**src/rtl/split_eval.sv**
```systemverilog
// Streaming constraint evaluator: checks one variable per beat against a
// per-variable mask/value table and emits one verdict per assignment vector.
module split_eval #(
    parameter  int unsigned NUM_VARS = 50,
    parameter  int unsigned VAR_W    = 16,
    localparam int unsigned IDX_W    = $clog2(NUM_VARS),
    localparam int unsigned CNT_W    = $clog2(NUM_VARS + 1)
) (
    input  logic             clk,
    input  logic             rst_n,
    input  logic             cfg_we,
    input  logic [IDX_W-1:0] cfg_idx,
    input  logic [VAR_W-1:0] cfg_mask,
    input  logic [VAR_W-1:0] cfg_value,
    input  logic             clr,
    input  logic             in_valid,
    output logic             in_ready,
    input  logic [VAR_W-1:0] in_data,
    output logic             out_valid,
    input  logic             out_ready,
    output logic             out_sat,
    output logic [IDX_W-1:0] out_fail_idx,
    output logic [CNT_W-1:0] out_fail_cnt,
    output logic             busy
);

    typedef enum logic {
        ACCUM = 1'b0,
        DONE  = 1'b1
    } state_t;

    localparam logic [IDX_W-1:0] LAST_IDX = IDX_W'(NUM_VARS - 1);
    localparam logic [CNT_W-1:0] CNT_MAX  = CNT_W'(NUM_VARS);

    logic [VAR_W-1:0] mask_tbl  [NUM_VARS];
    logic [VAR_W-1:0] value_tbl [NUM_VARS];

    state_t           state_q, state_d;
    logic [IDX_W-1:0] beat_cnt_q, beat_cnt_d;
    logic             sat_acc_q, sat_acc_d;
    logic [IDX_W-1:0] fail_idx_acc_q, fail_idx_acc_d;
    logic [CNT_W-1:0] fail_cnt_acc_q, fail_cnt_acc_d;
    logic             sat_q, sat_d;
    logic [IDX_W-1:0] fail_idx_q, fail_idx_d;
    logic [CNT_W-1:0] fail_cnt_q, fail_cnt_d;

    logic             beat_pass;
    logic             fire;
    logic             nxt_sat;
    logic [IDX_W-1:0] nxt_idx;
    logic [CNT_W-1:0] nxt_cnt;

    // Table is read before any same-cycle write lands, so a colliding beat sees the old entry
    assign beat_pass = ((in_data ^ value_tbl[beat_cnt_q]) & mask_tbl[beat_cnt_q]) == '0;
    assign fire      = in_valid && (state_q == ACCUM);

    assign nxt_sat = sat_acc_q & beat_pass;
    assign nxt_idx = (!beat_pass && (fail_cnt_acc_q == '0)) ? beat_cnt_q : fail_idx_acc_q;
    assign nxt_cnt = (!beat_pass && (fail_cnt_acc_q != CNT_MAX))
                   ? fail_cnt_acc_q + CNT_W'(1) : fail_cnt_acc_q;

    always_ff @(posedge clk or negedge rst_n) begin
        if (!rst_n) begin
            for (int i = 0; i < int'(NUM_VARS); i++) begin
                mask_tbl[i]  <= '0;
                value_tbl[i] <= '0;
            end
        end else if (cfg_we && (32'(cfg_idx) < NUM_VARS)) begin
            mask_tbl[cfg_idx]  <= cfg_mask;
            value_tbl[cfg_idx] <= cfg_value;
        end
    end

    always_ff @(posedge clk or negedge rst_n) begin
        if (!rst_n) begin
            state_q        <= ACCUM;
            beat_cnt_q     <= '0;
            sat_acc_q      <= 1'b1;
            fail_idx_acc_q <= '0;
            fail_cnt_acc_q <= '0;
            sat_q          <= 1'b1;
            fail_idx_q     <= '0;
            fail_cnt_q     <= '0;
        end else begin
            state_q        <= state_d;
            beat_cnt_q     <= beat_cnt_d;
            sat_acc_q      <= sat_acc_d;
            fail_idx_acc_q <= fail_idx_acc_d;
            fail_cnt_acc_q <= fail_cnt_acc_d;
            sat_q          <= sat_d;
            fail_idx_q     <= fail_idx_d;
            fail_cnt_q     <= fail_cnt_d;
        end
    end

    // Accumulators are cleared as the verdict is loaded, so DONE only has to wait for out_ready
    always_comb begin
        state_d        = state_q;
        beat_cnt_d     = beat_cnt_q;
        sat_acc_d      = sat_acc_q;
        fail_idx_acc_d = fail_idx_acc_q;
        fail_cnt_acc_d = fail_cnt_acc_q;
        sat_d          = sat_q;
        fail_idx_d     = fail_idx_q;
        fail_cnt_d     = fail_cnt_q;

        if (clr) begin
            state_d        = ACCUM;
            beat_cnt_d     = '0;
            sat_acc_d      = 1'b1;
            fail_idx_acc_d = '0;
            fail_cnt_acc_d = '0;
        end else begin
            case (state_q)
                ACCUM: begin
                    if (fire) begin
                        if (beat_cnt_q == LAST_IDX) begin
                            sat_d          = nxt_sat;
                            fail_idx_d     = nxt_idx;
                            fail_cnt_d     = nxt_cnt;
                            state_d        = DONE;
                            beat_cnt_d     = '0;
                            sat_acc_d      = 1'b1;
                            fail_idx_acc_d = '0;
                            fail_cnt_acc_d = '0;
                        end else begin
                            sat_acc_d      = nxt_sat;
                            fail_idx_acc_d = nxt_idx;
                            fail_cnt_acc_d = nxt_cnt;
                            beat_cnt_d     = beat_cnt_q + IDX_W'(1);
                        end
                    end
                end
                DONE: begin
                    if (out_ready) begin
                        state_d = ACCUM;
                    end
                end
                default: state_d = ACCUM;
            endcase
        end
    end

    assign in_ready     = (state_q == ACCUM);
    assign out_valid    = (state_q == DONE);
    assign busy         = (state_q == DONE) || (beat_cnt_q != '0);
    assign out_sat      = sat_q;
    assign out_fail_idx = fail_idx_q;
    assign out_fail_cnt = fail_cnt_q;

endmodule

```
**config.mk**
```make
export PLATFORM = sky130hd
export DESIGN_NAME = split_eval
export DESIGN_NICKNAME = d
export VERILOG_FILES = /design/src/rtl/split_eval.sv
export SDC_FILE = /design/constraint.sdc
export NUM_CORES = 2
export LEC_CHECK = 0
export CORE_UTILIZATION = 47
export DETAILED_ROUTE_END_ITERATION = 6
export PLACE_DENSITY = 0.64
export SKIP_LAST_GASP = 1
export SLEW_MARGIN = 20
export SYNTH_ARGS = -nofsm -noshare
export SYNTH_HDL_FRONTEND = slang
export SYNTH_SLANG_ARGS = --single-unit
export TNS_END_PERCENT = 100
```
**constraint.sdc**
```tcl
create_clock -name clk -period 5.3 [get_ports clk]
set_input_delay 1.59 -clock clk [delete_from_list [all_inputs] [get_ports clk]]
set_output_delay 1.59 -clock clk [all_outputs]
set_load 0.02 [all_outputs]
```
==> flow_summary.toml <==
[status]
outcome = "finished, final reports clean"

[drt]
post_drt_via_cell_ratio = 6.26
route.antenna.remaining_nets = 0
wire_per_inst_um = 31.1
dr_pass1_iterations = 5
route.detailed.drc = 0
detailed_route_iter0_violations = 3584
num_vias = 45200
route.final.wire_length_mm = 224

[synthesis]
synth_flop_cell = "sky130_fd_sc_hd__dfrtp_1"
synth.net_count = 5043
synthDistinctLibCells = 80
synth.cell_area_mm2 = 0.0748
yosysSeqAreaShare = 0.546
synth_largest_type_area_fraction = 0.546
synth_async_sr_flop_share = 1.00
synth_top_cells_by_area = "sky130_fd_sc_hd__dfrtp_1 55%, sky130_fd_sc_hd__mux2_2 25%, sky130_fd_sc_hd__mux4_2 8.7%"
synth.avg_cell_area_um2 = 15.0
synthesis.yosys.warnings = 0
syn-instance-count = 4977
yosys_register_bits = 1633
synth_enable_flop_cells = 0
netlist.top_cell.by_area = "sky130_fd_sc_hd__dfrtp_1"

[setup_path]
critical_path.slowest_cell = "sky130_fd_sc_hd__dfrtp_4"
timing.critical_path.required_ns = 3.71
critical_path_class = "reg2out"
critical-path-top-delay-family = "buffers and inverters"
path_max_fanout = 27
end_kind = "output port"
cp_cell_instances = "buf_12 > buf_4 > inv_1 > ha_1 > nand4_1 > clkdlybuf4s50_1"
timing.critical_path.buf_inv = 4
max_stage_delay_ns = 0.77
cp-start-kind = "register"
worstPathArrival_ns = 3.51

[clocking]
max-clock-path-buffers = 3
post-cts-setup-buffer-count = 0
numCtsBuffers = 176
ctsHtreeMaxLevel = 4
clock_pin_slew_on_the_worst_setup_and_hold_paths_ns = 0.06
hold_bufs_at_cts = 0
clkLatencyLatePin_ns = 0.82
cts_root_buf = "sky130_fd_sc_hd__clkbuf_16"
tritoncts_clock_tree = "done"
post_cts.resized_instances = 0
cts_num_sinks = 1633

[placement]
dp_hpwl_mm = 135
numPortBuffers = 75
finalWeightedCongestion = 0.839

[power]
static-leakage-power_uw = 0.0385
power.ir.vdd_worst_uv = 373
power.density_mw_per_mm2 = 373

[floorplan]
cell_row_count = 146
num_io_pins = 76
floorplan.die.width_um = 401
die_h_um = 401
start_util = 0.473
core_area_mm2 = 0.158
fp.dieArea_mm2 = 0.161

[timing]
hold_viol = 0
worst_pin_slew_ns = 1.11
finalSetupViolCount = 0
rsz0062_at_grt = "false"
finalCriticalPeriod_ns = 5.10
max-slew-margin-rel = 0.258
final-max-slew-violation-count = 0
final.hold.worst_slack_ns = 0.480
setup_tns_ns = 0
period_share = 0.962
clock_skew_ns = 0.0378
achievable-frequency_mhz = 196

[cells_and_area]
flow.area_growth_from_synthesis_pct = 13.4
layout.filler_cells = 12900
mostFrequentLayoutCell = "sky130_fd_sc_hd__mux2_2"
layout.cells.most_common_list = "1628 x sky130_fd_sc_hd__mux2_2, 1625 x sky130_fd_sc_hd__dfrtp_1, 289 x sky130_fd_sc_hd__mux4_2"
share_of_cells_above_drive_strength_1 = 0.495
layout.nets = 5067

[global_routing]
antenna_found_initial = 6
grt_first_pass_wirelength_mm = 332
grt_start_max_net_pins = 144
first_global_vias = 46500
gr-usage-all-layers = 0.282
globalRouteOverflowTotal = 0

[run]
maxCapViolations = 0

[hold_path]
hold_class = "reg2reg"
==> state kept, by name (all words and copies together), names as in the netlist <==
signal          cells
mask_tbl          800
value_tbl         800
beat_cnt_q          6
fail_cnt_acc_q      6
fail_idx_acc_q      6
out_fail_cnt        6
out_fail_idx        6
out_sat             1
out_valid           1
sat_acc_q           1
==> final timing paths <==
path                                from           endpoint  slack, ns  cells after the start
min reg2reg                      out_sat            out_sat       0.48                      2
max in group asynchronous          rst_n     value_tbl[428]       3.20                      2
min in group asynchronous          rst_n      mask_tbl[182]       0.76                      1
max reg2reg                beat_cnt_q[0]  fail_cnt_acc_q[2]       0.28                     13
max                        beat_cnt_q[1]               busy       0.20                      6
min                              out_sat            out_sat       0.48                      2
==> worst reg2reg max path, delay by kind of cell (launching register included) <==
kind | cells | cell delay [ns]
buf+inv | 4 | 0.99
flops | 1 | 0.70
mux | 2 | 1.05
compound gates | 4 | 1.28
simple gates | 3 | 0.90
==> power by group <==
group | switching [µW] | internal [µW]
clock network | 5190 | 7290
logic | 1960 | 2340
registers | 809 | 14100
total | 7960 | 23700
==> stage by stage <==
step            util  setup WS, ns  instance area, µm²  power, µW  instances
6_report       0.536         0.200               84800      31700       7224
5_1_grt        0.536         0.102               84800      32900       7222
4_1_cts        0.536         0.110               84800      31900       7222
3_5_place_dp   0.498         0.256               78800      19400       6895
3_3_place_gp   0.498         0.256               78800      19200       6895
2_1_floorplan      -          1.65               74800      17800       4977
==> synth_stat cells (9+ instances only) <==
library cell and number:
sky130_fd_sc_hd__buf_6 29, sky130_fd_sc_hd__xnor2_1 10, sky130_fd_sc_hd__nand2_1 82, sky130_fd_sc_hd__o21ai_0 56, sky130_fd_sc_hd__nor3_1 18, sky130_fd_sc_hd__clkbuf_1 282
sky130_fd_sc_hd__dfrtp_1 1631, sky130_fd_sc_hd__buf_2 50, sky130_fd_sc_hd__buf_1 101, sky130_fd_sc_hd__mux2i_1 232, sky130_fd_sc_hd__buf_4 25, sky130_fd_sc_hd__o221ai_1 35
sky130_fd_sc_hd__o211ai_1 14, sky130_fd_sc_hd__a22o_1 14, sky130_fd_sc_hd__nand3_1 21, sky130_fd_sc_hd__mux4_2 289, sky130_fd_sc_hd__a211o_1 10, sky130_fd_sc_hd__a22oi_1 16
sky130_fd_sc_hd__nor3b_1 12, sky130_fd_sc_hd__a31oi_1 15, sky130_fd_sc_hd__a21oi_1 44, sky130_fd_sc_hd__nand4_1 9, sky130_fd_sc_hd__inv_1 10, sky130_fd_sc_hd__o22ai_1 51
sky130_fd_sc_hd__mux2_2 1628, sky130_fd_sc_hd__a221oi_1 42, sky130_fd_sc_hd__nor2_1 79, sky130_fd_sc_hd__a221o_1 10, sky130_fd_sc_hd__and2_1 10
==> cells by family after synthesis <==
family                   count (synthesis)  synth area share
AND/OR/NAND/NOR                        292            0.0196
AO/OA/AOI/OAI                          374            0.0368
buffers and inverters                  501            0.0301
multiplexers                          2155             0.364
XOR/XNOR                                16           0.00187
flip-flops                            1633             0.546
adder cells (fa/ha/maj)                  6           0.00100
==> final cells by class <==
type	count	area, µm²	area share
well taps	2072	2590	0.0306
inverters	14	52.6	0.000620
diodes	2	5.00	0.0000590
clock buffers	275	5390	0.0636
flip-flops and latches	1633	40900	0.482
repair buffers	333	3350	0.0396
clock inverters	52	527	0.00621
multi-input cells	2843	32000	0.377
==> layer usage <==
| metal | up-vias | share of wire | track usage |
|---|---|---|---|
| met1 | 24900 | 0.44 | 0.408 |
| met5 | - | 0.000058 | 0 |
| met3 | 371 | 0.061 | 0.0456 |
| met4 | 2 | 0.031 | 0.0886 |
| met2 | 1379 | 0.47 | 0.437 |
| li1 | 18600 | - | - |
Note: power is estimated with default switching activity, not from simulation.
